## src/rtl/pc_sequencer_pkg.sv

```systemverilog
// pc_sequencer_pkg: branch and FSM encodings plus the reset / exception vectors shared by the fetch sequencer.
package pc_sequencer_pkg;

    typedef enum logic [1:0] {
        BR_SEQ = 2'b00,
        BR_BEQ = 2'b01,
        BR_J   = 2'b10,
        BR_JR  = 2'b11
    } branch_t;

    typedef enum logic [1:0] {
        ST_BOOT  = 2'd0,
        ST_FETCH = 2'd1,
        ST_WAIT  = 2'd2
    } state_t;

    localparam logic [31:0] RESET_PC = 32'h0000_3000;
    localparam logic [31:0] EXC_VEC  = 32'h0000_4180;

endpackage

```

## src/rtl/pc_sequencer_if.sv

```systemverilog
// pc_sequencer_if: hazard, ID-stage branch and instruction-memory signals around the PC sequencer.
// Exception ports exist only when PC_SEQ_EXC_EN is defined.
interface pc_sequencer_if;

    logic        i_stall;
    logic        i_redirect;
    logic [1:0]  i_branch;
    logic        i_Zero;
    logic [25:0] i_jal_addr;
    logic [31:0] i_jr_addr;
    logic [31:0] i_offset;
    logic        i_im_ready;
    logic        o_im_req;
    logic [31:0] o_PC;
    logic [31:0] o_PC4;
    logic        o_if_valid;
    logic [31:0] o_fetch_cnt;
`ifdef PC_SEQ_EXC_EN
    logic        i_exc;
    logic        i_eret;
    logic [31:0] i_epc;
    logic        o_adel;
`endif

    modport master (
        input  i_stall, i_redirect, i_branch, i_Zero, i_jal_addr, i_jr_addr, i_offset, i_im_ready,
        output o_im_req, o_PC, o_PC4, o_if_valid, o_fetch_cnt
`ifdef PC_SEQ_EXC_EN
        , input i_exc, i_eret, i_epc
        , output o_adel
`endif
    );

    modport slave (
        output i_stall, i_redirect, i_branch, i_Zero, i_jal_addr, i_jr_addr, i_offset, i_im_ready,
        input  o_im_req, o_PC, o_PC4, o_if_valid, o_fetch_cnt
`ifdef PC_SEQ_EXC_EN
        , output i_exc, i_eret, i_epc
        , input  o_adel
`endif
    );

endinterface

```

## src/rtl/pc_target_calc.sv

```systemverilog
// pc_target_calc: combinational next-PC mux; targets are relative to the branch in ID (pc - 4).
// Without PC_SEQ_EXC_EN the jr target is forced word-aligned.
module pc_target_calc
    import pc_sequencer_pkg::*;
(
    input  logic [31:0] pc,
    input  logic        redirect,
    input  logic [1:0]  branch,
    input  logic        zero,
    input  logic [25:0] jal_addr,
    input  logic [31:0] jr_addr,
    input  logic [31:0] offset,
    output logic [31:0] next_pc,
    output logic        take
);

    logic [31:0] pc_id;
    logic [31:0] jr_tgt;
    logic [31:0] br_tgt;

`ifdef PC_SEQ_EXC_EN
    assign jr_tgt = jr_addr;
`else
    assign jr_tgt = jr_addr & ~32'd3;
`endif

    always_comb begin
        pc_id   = pc - 32'd4;
        take    = redirect && (branch == BR_J || branch == BR_JR || (branch == BR_BEQ && zero));
        br_tgt  = branch == BR_BEQ ? pc_id + 32'd4 + (offset << 2)
                : branch == BR_J   ? ((pc_id + 32'd4) & 32'hF000_0000) | {4'b0, jal_addr, 2'b00}
                : jr_tgt;
        next_pc = take ? br_tgt : pc + 32'd4;
    end

endmodule

```

## src/rtl/pc_sequencer.sv

```systemverilog
// pc_sequencer: architectural PC register, fetch FSM, pending-redirect register and fetch counter.
// Optional exception entry/return and misaligned-jr detection are enabled by PC_SEQ_EXC_EN.
module pc_sequencer #(
    parameter logic [31:0] RESET_PC = pc_sequencer_pkg::RESET_PC
`ifdef PC_SEQ_EXC_EN
    , parameter logic [31:0] EXC_VEC = pc_sequencer_pkg::EXC_VEC
`endif
) (
    input  logic                  i_clk,
    input  logic                  i_rst_n,
    pc_sequencer_if.master        bus
);

    import pc_sequencer_pkg::*;

    state_t      state;
    state_t      state_nx;
    logic [31:0] pc;
    logic [31:0] pend;
    logic [31:0] cnt;
    logic [31:0] calc_pc;
    logic [31:0] seq_pc;
    logic [31:0] ovr_pc;
    logic        pend_v;
    logic        take;
    logic        accept;
    logic        latch;
    logic        ovr;

    pc_target_calc u_calc (
        .pc       (pc),
        .redirect (bus.i_redirect),
        .branch   (bus.i_branch),
        .zero     (bus.i_Zero),
        .jal_addr (bus.i_jal_addr),
        .jr_addr  (bus.i_jr_addr),
        .offset   (bus.i_offset),
        .next_pc  (calc_pc),
        .take     (take)
    );

    always_ff @(posedge i_clk or negedge i_rst_n) begin
        if (!i_rst_n)
            state <= ST_BOOT;
        else
            state <= state_nx;
    end

    always_comb begin
        state_nx = state == ST_BOOT ? ST_FETCH
                 : bus.i_stall     ? state
                 : bus.i_im_ready  ? ST_FETCH
                 : ST_WAIT;
    end

    always_comb begin
        bus.o_im_req = state != ST_BOOT;
    end

    // A redirect seen while memory is not ready is parked until the next accepted fetch.
    assign accept = bus.o_im_req & bus.i_im_ready & ~bus.i_stall;
    assign latch  = bus.o_im_req & ~bus.i_im_ready & ~bus.i_stall & take;
    assign seq_pc = (take || !pend_v) ? calc_pc : pend;

`ifdef PC_SEQ_EXC_EN
    logic adel_hit;
    logic adel;

    assign adel_hit = bus.o_im_req & ~bus.i_stall & take & (bus.i_branch == BR_JR) & (|calc_pc[1:0]);
    assign ovr      = bus.i_exc | bus.i_eret | adel_hit;
    assign ovr_pc   = bus.i_exc ? EXC_VEC : bus.i_eret ? bus.i_epc : EXC_VEC;

    always_ff @(posedge i_clk or negedge i_rst_n) begin
        if (!i_rst_n)
            adel <= 1'b0;
        else
            adel <= adel_hit;
    end

    assign bus.o_adel = adel;
`else
    assign ovr    = 1'b0;
    assign ovr_pc = RESET_PC;
`endif

    always_ff @(posedge i_clk or negedge i_rst_n) begin
        if (!i_rst_n) begin
            pc     <= RESET_PC;
            pend   <= '0;
            pend_v <= 1'b0;
            cnt    <= '0;
        end else begin
            if (ovr) begin
                pc     <= ovr_pc;
                pend_v <= 1'b0;
            end else if (accept) begin
                pc     <= seq_pc;
                pend_v <= 1'b0;
            end else if (latch) begin
                pend   <= calc_pc;
                pend_v <= 1'b1;
            end
            if (accept)
                cnt <= cnt + 32'd1;
        end
    end

    assign bus.o_PC        = pc;
    assign bus.o_PC4       = pc + 32'd4;
    assign bus.o_if_valid  = accept;
    assign bus.o_fetch_cnt = cnt;

endmodule

```

## src/flat_wrapper.sv

```systemverilog
// flat-port wrapper written by rule: the top's interface ports become plain ports
module pc_sequencer_flat import pc_sequencer_pkg::*;
#(
    parameter logic [31:0] RESET_PC = pc_sequencer_pkg::RESET_PC

)
  (i_clk, i_rst_n, bus_i_stall, bus_i_redirect, bus_i_branch, bus_i_Zero, bus_i_jal_addr, bus_i_jr_addr, bus_i_offset, bus_i_im_ready, bus_o_im_req, bus_o_PC, bus_o_PC4, bus_o_if_valid, bus_o_fetch_cnt);
  pc_sequencer_if bus_i ();
  input  logic i_clk;
  input  logic i_rst_n;
  input wire logic [$bits(bus_i.i_stall)-1:0] bus_i_stall;
  input wire logic [$bits(bus_i.i_redirect)-1:0] bus_i_redirect;
  input wire logic [$bits(bus_i.i_branch)-1:0] bus_i_branch;
  input wire logic [$bits(bus_i.i_Zero)-1:0] bus_i_Zero;
  input wire logic [$bits(bus_i.i_jal_addr)-1:0] bus_i_jal_addr;
  input wire logic [$bits(bus_i.i_jr_addr)-1:0] bus_i_jr_addr;
  input wire logic [$bits(bus_i.i_offset)-1:0] bus_i_offset;
  input wire logic [$bits(bus_i.i_im_ready)-1:0] bus_i_im_ready;
  output wire logic [$bits(bus_i.o_im_req)-1:0] bus_o_im_req;
  output wire logic [$bits(bus_i.o_PC)-1:0] bus_o_PC;
  output wire logic [$bits(bus_i.o_PC4)-1:0] bus_o_PC4;
  output wire logic [$bits(bus_i.o_if_valid)-1:0] bus_o_if_valid;
  output wire logic [$bits(bus_i.o_fetch_cnt)-1:0] bus_o_fetch_cnt;
  assign bus_i.i_stall = bus_i_stall;
  assign bus_i.i_redirect = bus_i_redirect;
  assign bus_i.i_branch = bus_i_branch;
  assign bus_i.i_Zero = bus_i_Zero;
  assign bus_i.i_jal_addr = bus_i_jal_addr;
  assign bus_i.i_jr_addr = bus_i_jr_addr;
  assign bus_i.i_offset = bus_i_offset;
  assign bus_i.i_im_ready = bus_i_im_ready;
  assign bus_o_im_req = bus_i.o_im_req;
  assign bus_o_PC = bus_i.o_PC;
  assign bus_o_PC4 = bus_i.o_PC4;
  assign bus_o_if_valid = bus_i.o_if_valid;
  assign bus_o_fetch_cnt = bus_i.o_fetch_cnt;
  pc_sequencer #(.RESET_PC(RESET_PC)) u_core (.i_clk(i_clk), .i_rst_n(i_rst_n), .bus(bus_i));
endmodule
```

## config.mk

```make
export PLATFORM = sky130hd
export DESIGN_NAME = pc_sequencer_flat
export DESIGN_NICKNAME = d
export VERILOG_FILES = /design/src/rtl/pc_sequencer_pkg.sv /design/src/rtl/pc_sequencer_if.sv /design/src/rtl/pc_target_calc.sv /design/src/rtl/pc_sequencer.sv /design/src/flat_wrapper.sv
export SDC_FILE = /design/constraint.sdc
export NUM_CORES = 1
export LEC_CHECK = 0
export CAP_MARGIN = 20
export CORE_MARGIN = 2
export CORE_UTILIZATION = 51
export CTS_CLUSTER_SIZE = 10
export DETAILED_ROUTE_END_ITERATION = 7
export PLACE_DENSITY = 0.82
export REMOVE_ABC_BUFFERS = 1
export SLEW_MARGIN = 10
export SYNTH_ARGS = -nofsm -noshare
export SYNTH_HDL_FRONTEND = slang
export SYNTH_HIERARCHICAL = 1
export SYNTH_SLANG_ARGS = --single-unit
```

## constraint.sdc

```tcl
create_clock -name i_clk -period 3 [get_ports i_clk]
set_input_delay 0.3 -clock i_clk [delete_from_list [all_inputs] [get_ports i_clk]]
set_output_delay 0.3 -clock i_clk [all_outputs]
set_load 0.005 [all_outputs]
```

Word-level counts from Yosys, hierarchy flattened
Cells that the tools add are included.
{"block": "totals", "register_bits": 99, "input_bits": 98}
{"block": "op_classes", "addsub": 5, "eq_ne": 4, "mux": 9, "bitwise_logic": 9, "n_reduce_logical": 10}
{"op": "two-way mux 32 bit", "count": 4}
{"op": "adder 32 x 3 -> 32 bit, second input constant", "count": 2}
{"op": "adder 32 x 1 -> 32 bit, second input constant", "count": 1}
{"op": "adder 32 bit", "count": 1}
{"op": "OR 32 x 28 -> 32 bit", "count": 1}
{"op": "subtractor 32 x 3 -> 32 bit, second input constant", "count": 1}
{"op": "two-way mux 2 bit", "count": 3}
{"op": "bitwise AND 1 bit", "count": 5}
{"op": "equality test 2 bit, second input constant", "count": 2}
{"op": "nonzero test 2 bit", "count": 2}
{"op": "logical OR 1 bit", "count": 3}
{"op": "NOT 1 bit", "count": 3}
{"op": "equality test 2 x 1 -> 1 bit, second input constant", "count": 1}
{"op": "logical AND 1 bit", "count": 2}
{"op": "zero test 2 bit", "count": 1}
{"op": "two-way mux 1 bit", "count": 2}
{"op": "!= test 2 x 1 -> 1 bit, second input constant", "count": 1}
{"op": "AND reduction 2 bit", "count": 1}
{"op": "zero test 1 bit", "count": 1}

Longest topological paths before layout
Gate-level depths: netlist of the first run.
{"block": "depth", "depth_word": 7, "mapped_depth": 12, "ltp_nobuf": 12}

By module
The synthesis of the first run kept the hierarchy.
{"module": "pc_sequencer", "instances": 1, "cells_per_inst": 441, "area_per_inst_um2": 4759.6, "seq_area_each_um2": 2479.9}
{"module": "pc_target_calc", "instances": 1, "cells_per_inst": 456, "area_per_inst_um2": 3088.0, "seq_area_each_um2": 0.0}

Least setup slack after synthesis of the first run
Ideal clock, no wire load.
{"block": "synth_timing", "kind": "reg-to-reg", "start": "register u_core.pc[2] (netlist: u_core/bus.o_PC[2])", "end": "register u_core.pend[28]", "setup_time_ns": 0.125, "arrival_time_ns": 2.615, "slack_ns": 0.260, "stages_incl_launch_ff": 12, "path_buffers": 0, "path_cell_list": "dfrtp_1 > ha_1 > fa_1 > a21oi_1 > nand4b_4 > a21oi_1 > nor2_1 > o41ai_4 > a31oi_1 > xor2_1 > o21ai_1 > mux2_2"}
{"block": "synth_via", "elab_chain_len": 6, "word_cells_on_any_way": 8, "cone_classes": "add/sub: 4; mux: 3; bitwise: 1"}
{"item": "from (decl)", "line_no": "pc_sequencer.sv:18", "source": "logic [31:0] pc;"}
{"item": "from (signal assigned)", "line_no": "pc_sequencer.sv:94", "source": "pc <= ovr_pc;"}
{"item": "from (signal assigned)", "line_no": "pc_sequencer.sv:97", "source": "pc <= seq_pc;"}
{"item": "parallel branches: the longest is 5 deep, another holds subtractor 32 x 3 -> 32 bit"}
{"item": "two-way mux 32 bit (*)", "line_no": "pc_target_calc.sv:33", "source": "next_pc = take ? br_tgt : pc + 32'd4;"}
{"item": "via u_core.calc_pc[28]", "line_no": "pc_sequencer.sv:21", "source": "logic [31:0] calc_pc;"}
{"item": "to (signal assigned)", "line_no": "pc_sequencer.sv:100", "source": "pend <= calc_pc;"}
{"item": "to (decl)", "line_no": "pc_sequencer.sv:19", "source": "logic [31:0] pend;"}
Mark *: on every way through the listed nets, which the timed path passes.
A chain may end at the register's enable or synchronous reset.

Worst setup path after layout of the first run
{"block": "layout_timing", "start": "register u_core.pc[13] (netlist: u_core/bus.o_PC[13])", "end": "register u_core.pend[28]"}
Same word-level chain as after synthesis.

==> results of run 1 <==
## cell families after synthesis
| logic type | share of synthesized area |
|---|---|
| AND/OR/NAND/NOR | 0.1971 |
| XOR/XNOR | 0.1239 |
| flip-flops | 0.3160 |
| buffers and inverters | 0.03013 |
| adder cells (fa/ha/maj) | 0.05357 |
| multiplexers | 0.1272 |
| AO/OA/AOI/OAI | 0.1521 |
## cells in the mapped netlist, types with 5 or more instances
| library cell | number |
|---|---|
| and2_1 | 8 |
| nor2_1 | 49 |
| a211oi_1 | 10 |
| a21oi_1 | 52 |
| o21ai_1 | 5 |
| nor4_1 | 5 |
| o22ai_1 | 8 |
| and3_1 | 19 |
| nand3_1 | 40 |
| nand2_1 | 128 |
| inv_1 | 15 |
| dfrtp_1 | 97 |
| nor2b_1 | 7 |
| o21ai_0 | 51 |
| buf_2 | 15 |
| mux2i_1 | 57 |
| mux2_2 | 38 |
| nor3_1 | 14 |
| xnor2_1 | 68 |
| ha_1 | 32 |
| nand4_1 | 21 |
| a21o_1 | 15 |
| o21bai_1 | 6 |
| xor2_1 | 43 |
| and4_1 | 6 |
| clkbuf_1 | 21 |
| a31oi_1 | 6 |
## metrics by stage
step | utilization | power [mW]
6_report | 0.7156 | 8.254
5_1_grt | 0.7156 | 8.716
4_1_cts | 0.7101 | 8.082
3_5_place_dp | 0.6878 | 6.830
3_3_place_gp | 0.6878 | 6.691
2_1_floorplan | - | 4.637
## cells in the final DEF, fill, tap and decap left out, types with 7 or more instances in the layout
cell             count
clkdlybuf4s50_1    186
nand2_1            127
dfrtp_1             93
buf_4               76
xnor2_1             68
mux2i_1             57
o21ai_0             50
a21oi_1             50
nor2_1              48
xor2_1              43
nand3_1             40
mux2_2              38
ha_1                31
nand4_1             21
and3_1              17
inv_1               15
a21o_1              15
nor3_1              13
clkbuf_16            9
a211oi_1             9
o22ai_1              8
and2_1               7
## power by group
part / internal (mW) / leakage, nW / switching (mW)
registers: 1.75 / 1.27 / 0.483
logic: 2.47 / 3.33 / 2.36
clock network: 0.610 / 0.149 / 0.584
total: 4.83 / 4.75 / 3.42
## layer usage
layer  global-route usage  vias to the layer above  wire (um)
met3              0.06678                      104       2392
met5                    0                        -          0
met4               0.1338                        0       1118
li1                     -                     3695          -
met2               0.5052                      458      11960
met1               0.4001                     3866      10510
## state kept, by name, summed over array words and instances, names as in the netlist
name / flops
u_core/state: 2
u_core/pend_v: 1
u_core/bus.o_PC: 32
u_core/pend: 32
u_core/bus.o_fetch_cnt: 32
## final timing paths
kind | slack, ns | start | end | cells after the start
setup / recovery | -0.04 | u_core/bus.o_PC[13] | u_core/pend[28] | 10
setup reg to reg | -0.04 | u_core/bus.o_PC[13] | u_core/pend[28] | 10
hold / removal | 0.46 | i_rst_n | u_core/bus.o_fetch_cnt[19] | 2
hold reg to reg | 0.48 | u_core/bus.o_fetch_cnt[31] | u_core/bus.o_fetch_cnt[31] | 1
max in group asynchronous | 1.74 | i_rst_n | u_core/bus.o_PC[13] | 3
min in group i_clk | 0.48 | u_core/bus.o_fetch_cnt[31] | u_core/bus.o_fetch_cnt[31] | 1
## critical path, cell delays in order (launching register included)
cell and delay (ns):
dfstp_2 0.59, buf_6 0.15, ha_2 0.32, a21oi_2 0.19
o21ai_0 0.17, a221oi_2 0.37, o41ai_4 0.18, a31oi_1 0.33
xor2_1 0.21, o21ai_1 0.14, mux2_2 0.28
## cell type report
type / instances / share of cell area
Inverter: 15 / 0.005195
Sequential cell: 99 / 0.2293
Multi-Input combinational cell: 742 / 0.4805
Timing Repair Buffer: 271 / 0.2355
Clock inverter: 6 / 0.005772
Tap cell: 188 / 0.02170
Clock buffer: 10 / 0.02205
## timing repair
| action | CTS | global route |
|---|---|---|
| setup buffers | 2 | 2 |
| resized for setup | 4 | 20 |
| pin swaps | 1 | 7 |
| setup endpoints to repair | 10 | 23 |
| hold buffers | 1 | 0 |
| hold endpoints to repair | 37 | 0 |
==> flow_summary.json, run 1 <==
{
  "dp_slack_ns": -0.1642,
  "placed_cells": 1310,
  "synth_cells": 897,
  "drt-initial-drc-count": 1022,
  "area_delta_synth_final_pct": 38.11,
  "hold_viol": 0,
  "ys.warnings.count": 6,
  "ys_seq_area_frac": 0.3160,
  "grt_usage": 0.3103,
  "wl_mm": 25.98,
  "synth_seq_cells": 99,
  "fill_cells": 1153,
  "hold_ws_ns": 0.4641,
  "dieHeight_um": 128.0,
  "synth_edf_count": 0,
  "syn_avg_cell_area_um2": 8.749,
  "ant_nets": 0,
  "place.gp.congestion": 1.059,
  "fin_crit_sh": 1.014,
  "die_x_um": 128.0,
  "fin_crit_ns": 3.043,
  "cts_tree": "yes",
  "layout-drive-gt1-share": 0.1566,
  "synth_top_cell_area_share": 0.3093,
  "grt_remaining_overflow": 0,
  "grt_max_degree": 68,
  "grt_pass1_vias": 7766,
  "antenna_found_initial": 0,
  "maxCapViolCount": 0,
  "total_leakage_power_nw": 4.751,
  "num_vias": 8123,
  "synth.largest_area_cell": "dfrtp_1",
  "ioPinCount": 196,
  "htreeDepth": 3,
  "worst_pin_slew_ns": 0.6715,
  "postLayoutCellArea_um2": 10840,
  "dr.pass1.iters": 6,
  "clk_pin_slew_ns": 0.08,
  "yosys-top-cells-area": "dfrtp_1 (31%), xnor2_1 (7.6%), mux2i_1 (7.3%)",
  "setup_viol": 2,
  "die-area_um2": 16400,
  "vdd_ir_drop_max_mv": 0.4124,
  "clock_skew_ns": 0.009394,
  "dpl.hpwl_mm": 19.25,
  "synth_area_um2": 7848,
  "setup_tns_ns": -0.04533,
  "multi_input_area_um2": 5207,
  "clock-root-buffer": "clkbuf_16",
  "max_freq_mhz": 328.6,
  "hp-class": "primary input to async pin",
  "worst_setup_path_start_kind": "flop",
  "n_antenna_cell": 0,
  "failed_checks": "setup timing",
  "nNetsFinal": 1269,
  "num_rows": 45,
  "fin_cells": 1331,
  "cts_buffer_depth": 2,
  "core_um2": 15150,
  "maxSlewHeadroom": 0.5523,
  "regArea_um2": 2485,
  "cts_sinks": 99,
  "start_util": 0.5181,
  "drv_slew": 0,
  "drc": 0,
  "fin_ws_ns": -0.04289,
  "path_class": "flop to flop",
  "port_buffers": 191,
  "outcome": "finished, violations left",
  "cp.required_ns": 3.24,
  "p_per_area_nw_per_um2": 761.6,
  "yosysUniqueCellTypes": 61,
  "via_per_inst": 6.103,
  "async_reset_ff_frac": 1.000,
  "grt_pass1_wl_mm": 39.95,
  "post_dp_cell_area_um2": 10420,
  "cts_made_buffers": 9,
  "drt-wirelength-per-cell_um": 19.52,
  "critPathCaptureType": "flop",
  "crit_path_max_fanout": 7,
  "critical_path_arrival_ns": 3.29,
  "ys.flop_type": "dfrtp_1",
  "insertion_delay_ns": 0.36
}
Power figures use the tool's default switching activity.
==> run 2, diff against run 1 <==
--- a/config.mk
+++ b/config.mk
@@ -6,10 +6,12 @@
 export NUM_CORES = 1
 export LEC_CHECK = 0
 export CAP_MARGIN = 20
+export CORE_ASPECT_RATIO = 0.8
 export CORE_MARGIN = 2
 export CORE_UTILIZATION = 51
 export CTS_CLUSTER_SIZE = 10
 export DETAILED_ROUTE_END_ITERATION = 7
+export GPL_ROUTABILITY_DRIVEN = 0
 export PLACE_DENSITY = 0.82
 export REMOVE_ABC_BUFFERS = 1
 export SLEW_MARGIN = 10
==> run 2 against run 1 <==
Against the previous run:
- the run ends with hold timing left
- sequential share of layout area down 0.16 points
- maximum frequency up 2.6%
- first-iteration DRC count down 6.7%
- non-clock buffer count up 1
- register-to-register slack better by 0.08 ns
- count of clock-buffer cells in the layout down 1
- clock power up 8%
- critical path depth down 5
- critical path type is now flop to primary output
- largest cell class unchanged
- highest routed layer unchanged
==> flow_summary.json, run 2 (synthesis gave the netlist of run 1 again) <==
{
  "start_util": 0.5227,
  "num_rows": 40,
  "cts_sinks": 99,
  "cts_made_buffers": 9,
  "setup_viol": 0,
  "ioPinCount": 196,
  "port_buffers": 191,
  "n_antenna_cell": 0,
  "drc": 0,
  "drv_slew": 0,
  "cts_tree": "yes",
  "critPathCaptureType": "primary output",
  "drt-initial-drc-count": 954,
  "cp.required_ns": 2.70,
  "clk_pin_slew_ns": 0.08,
  "hold_viol": 7,
  "crit_path_max_fanout": 4,
  "htreeDepth": 3,
  "maxCapViolCount": 0,
  "hold_buffers": 0,
  "insertion_delay_ns": 0.37,
  "grt_remaining_overflow": 0,
  "fill_cells": 1086,
  "dr.pass1.iters": 6,
  "p_per_area_nw_per_um2": 777.6,
  "cp-startpoint": "u_core/bus.o_PC[15]",
  "grt_pass1_vias": 7688,
  "final_common_cell": "clkdlybuf4s50_1",
  "die-area_um2": 16400,
  "rsz0062_at_grt": "yes",
  "clock-root-buffer": "clkbuf_16",
  "crit_family": "simple AND/OR/NAND/NOR gates",
  "fin_crit_sh": 0.9885,
  "outcome": "finished, violations left",
  "setup_tns_ns": 0,
  "r2r_start": "u_core/bus.o_PC[13]",
  "wl_mm": 26.62,
  "num_vias": 8144,
  "cts_buffer_depth": 2,
  "drt-wirelength-per-cell_um": 19.97,
  "crit_top_cell": "or3_4",
  "worst_pin_slew_ns": 0.7771,
  "clock_skew_ns": 0.01143,
  "worst_setup_path_start_kind": "flop",
  "nNetsFinal": 1270,
  "fin_crit_ns": 2.966,
  "ant_nets": 0,
  "total_leakage_power_nw": 4.820,
  "dieHeight_um": 115.0,
  "area_delta_synth_final_pct": 39.06,
  "path_cells": "nand4_2 -> or3_4 -> or3_4 -> xnor2_4 -> clkdlybuf4s50_1",
  "core_um2": 15010,
  "power_mw": 8.486,
  "via_per_inst": 6.110,
  "hold_ws_ns": -0.01988,
  "path_class": "flop to primary output",
  "vdd_ir_drop_max_mv": 0.4588,
  "grt_usage": 0.3205,
  "grt_pass1_wl_mm": 40.70,
  "grt_max_degree": 68,
  "cp_slowest_cell": "clkdlybuf4s50_1",
  "mostFrequentLayoutCells": "clkdlybuf4s50_1 (185), nand2_1 (127), dfrtp_1 (93)",
  "max_stage_delay_ns": 0.53,
  "path_buf_inv": 1,
  "dpl.hpwl_mm": 19.76,
  "hp-class": "primary input to async pin",
  "max_freq_mhz": 337.2,
  "layout-drive-gt1-share": 0.1608,
  "maxSlewHeadroom": 0.4819,
  "critical_path_arrival_ns": 2.67,
  "antenna_found_initial": 0,
  "failed_checks": "hold timing",
  "die_x_um": 142.7
}
-- run 2: metrics by stage --
| stage | util | cell area, um2 | setup WS, ns | std cells |
|---|---|---|---|---|
| after floorplan | - | 7667 | -0.8885 | 856 |
| after global placement | 0.6946 | 10430 | -0.09380 | 1314 |
| after detailed placement | 0.6946 | 10430 | -0.1758 | 1314 |
| after CTS | 0.7196 | 10800 | 0.01010 | 1332 |
| after global routing | 0.7268 | 10910 | -0.02877 | 1333 |
| final | 0.7268 | 10910 | 0.03445 | 1333 |
-- run 2: area by class of cell --
class,count,area [um2],area share
multi-input cells,742,5264,0.4823
repair buffers,272,2544,0.2331
flip-flops and latches,99,2485,0.2277
well taps,189,236.5,0.02167
clock buffers,9,225.2,0.02064
clock inverters,7,102.6,0.009401
inverters,15,56.30,0.005159
-- run 2: routing by layer --
| metal | track usage | up-vias | part of all wire |
|---|---|---|---|
| met1 | 0.4433 | 3854 | 0.42 |
| met4 | 0.1307 | 0 | 0.036 |
| li1 | - | 3710 | - |
| met3 | 0.07997 | 78 | 0.11 |
| met2 | 0.4843 | 502 | 0.43 |
| met5 | 0 | - | 0 |
-- run 2: report_power, final --
group	switching (mW)	internal, mW
combinational	2.46	2.52
sequential	0.478	1.75
clock	0.597	0.679
-- run 2: worst paths after layout --
path / end / slack, ns / cells after the start
min in group i_clk: u_core/bus.o_fetch_cnt[31] / 0.48 / 1
worst min register to register: u_core/bus.o_fetch_cnt[31] / 0.48 / 1
worst min-delay path: u_core/bus.o_PC[14] / -0.02 / 1
worst max register to register: u_core/pend[27] / 0.04 / 11
max in group asynchronous: u_core/bus.o_fetch_cnt[19] / 2.29 / 2
worst max-delay path: bus_o_PC4[19] / 0.03 / 5
-- run 2: timing repair --
| item | 4_1_cts | 5_1_grt |
|---|---|---|
| pin swaps | 0 | 6 |
| endpoints found under the setup margin | 10 | 22 |
| resized for setup | 8 | 23 |
| buffers inserted | 2 | 1 |
-- run 2: worst register-to-register path: cells and delay by family (launching register included) --
| kind | cells | cell delay [ns] |
|---|---|---|
| AOI/OAI and AO/OA | 4 | 0.70 |
| and+or+nand+nor | 2 | 0.32 |
| muxes | 1 | 0.28 |
| DFF | 1 | 0.60 |
| adders and majority gates | 1 | 0.28 |
| buffers and inverters | 2 | 0.33 |
| xor gates and xnor gates | 1 | 0.34 |
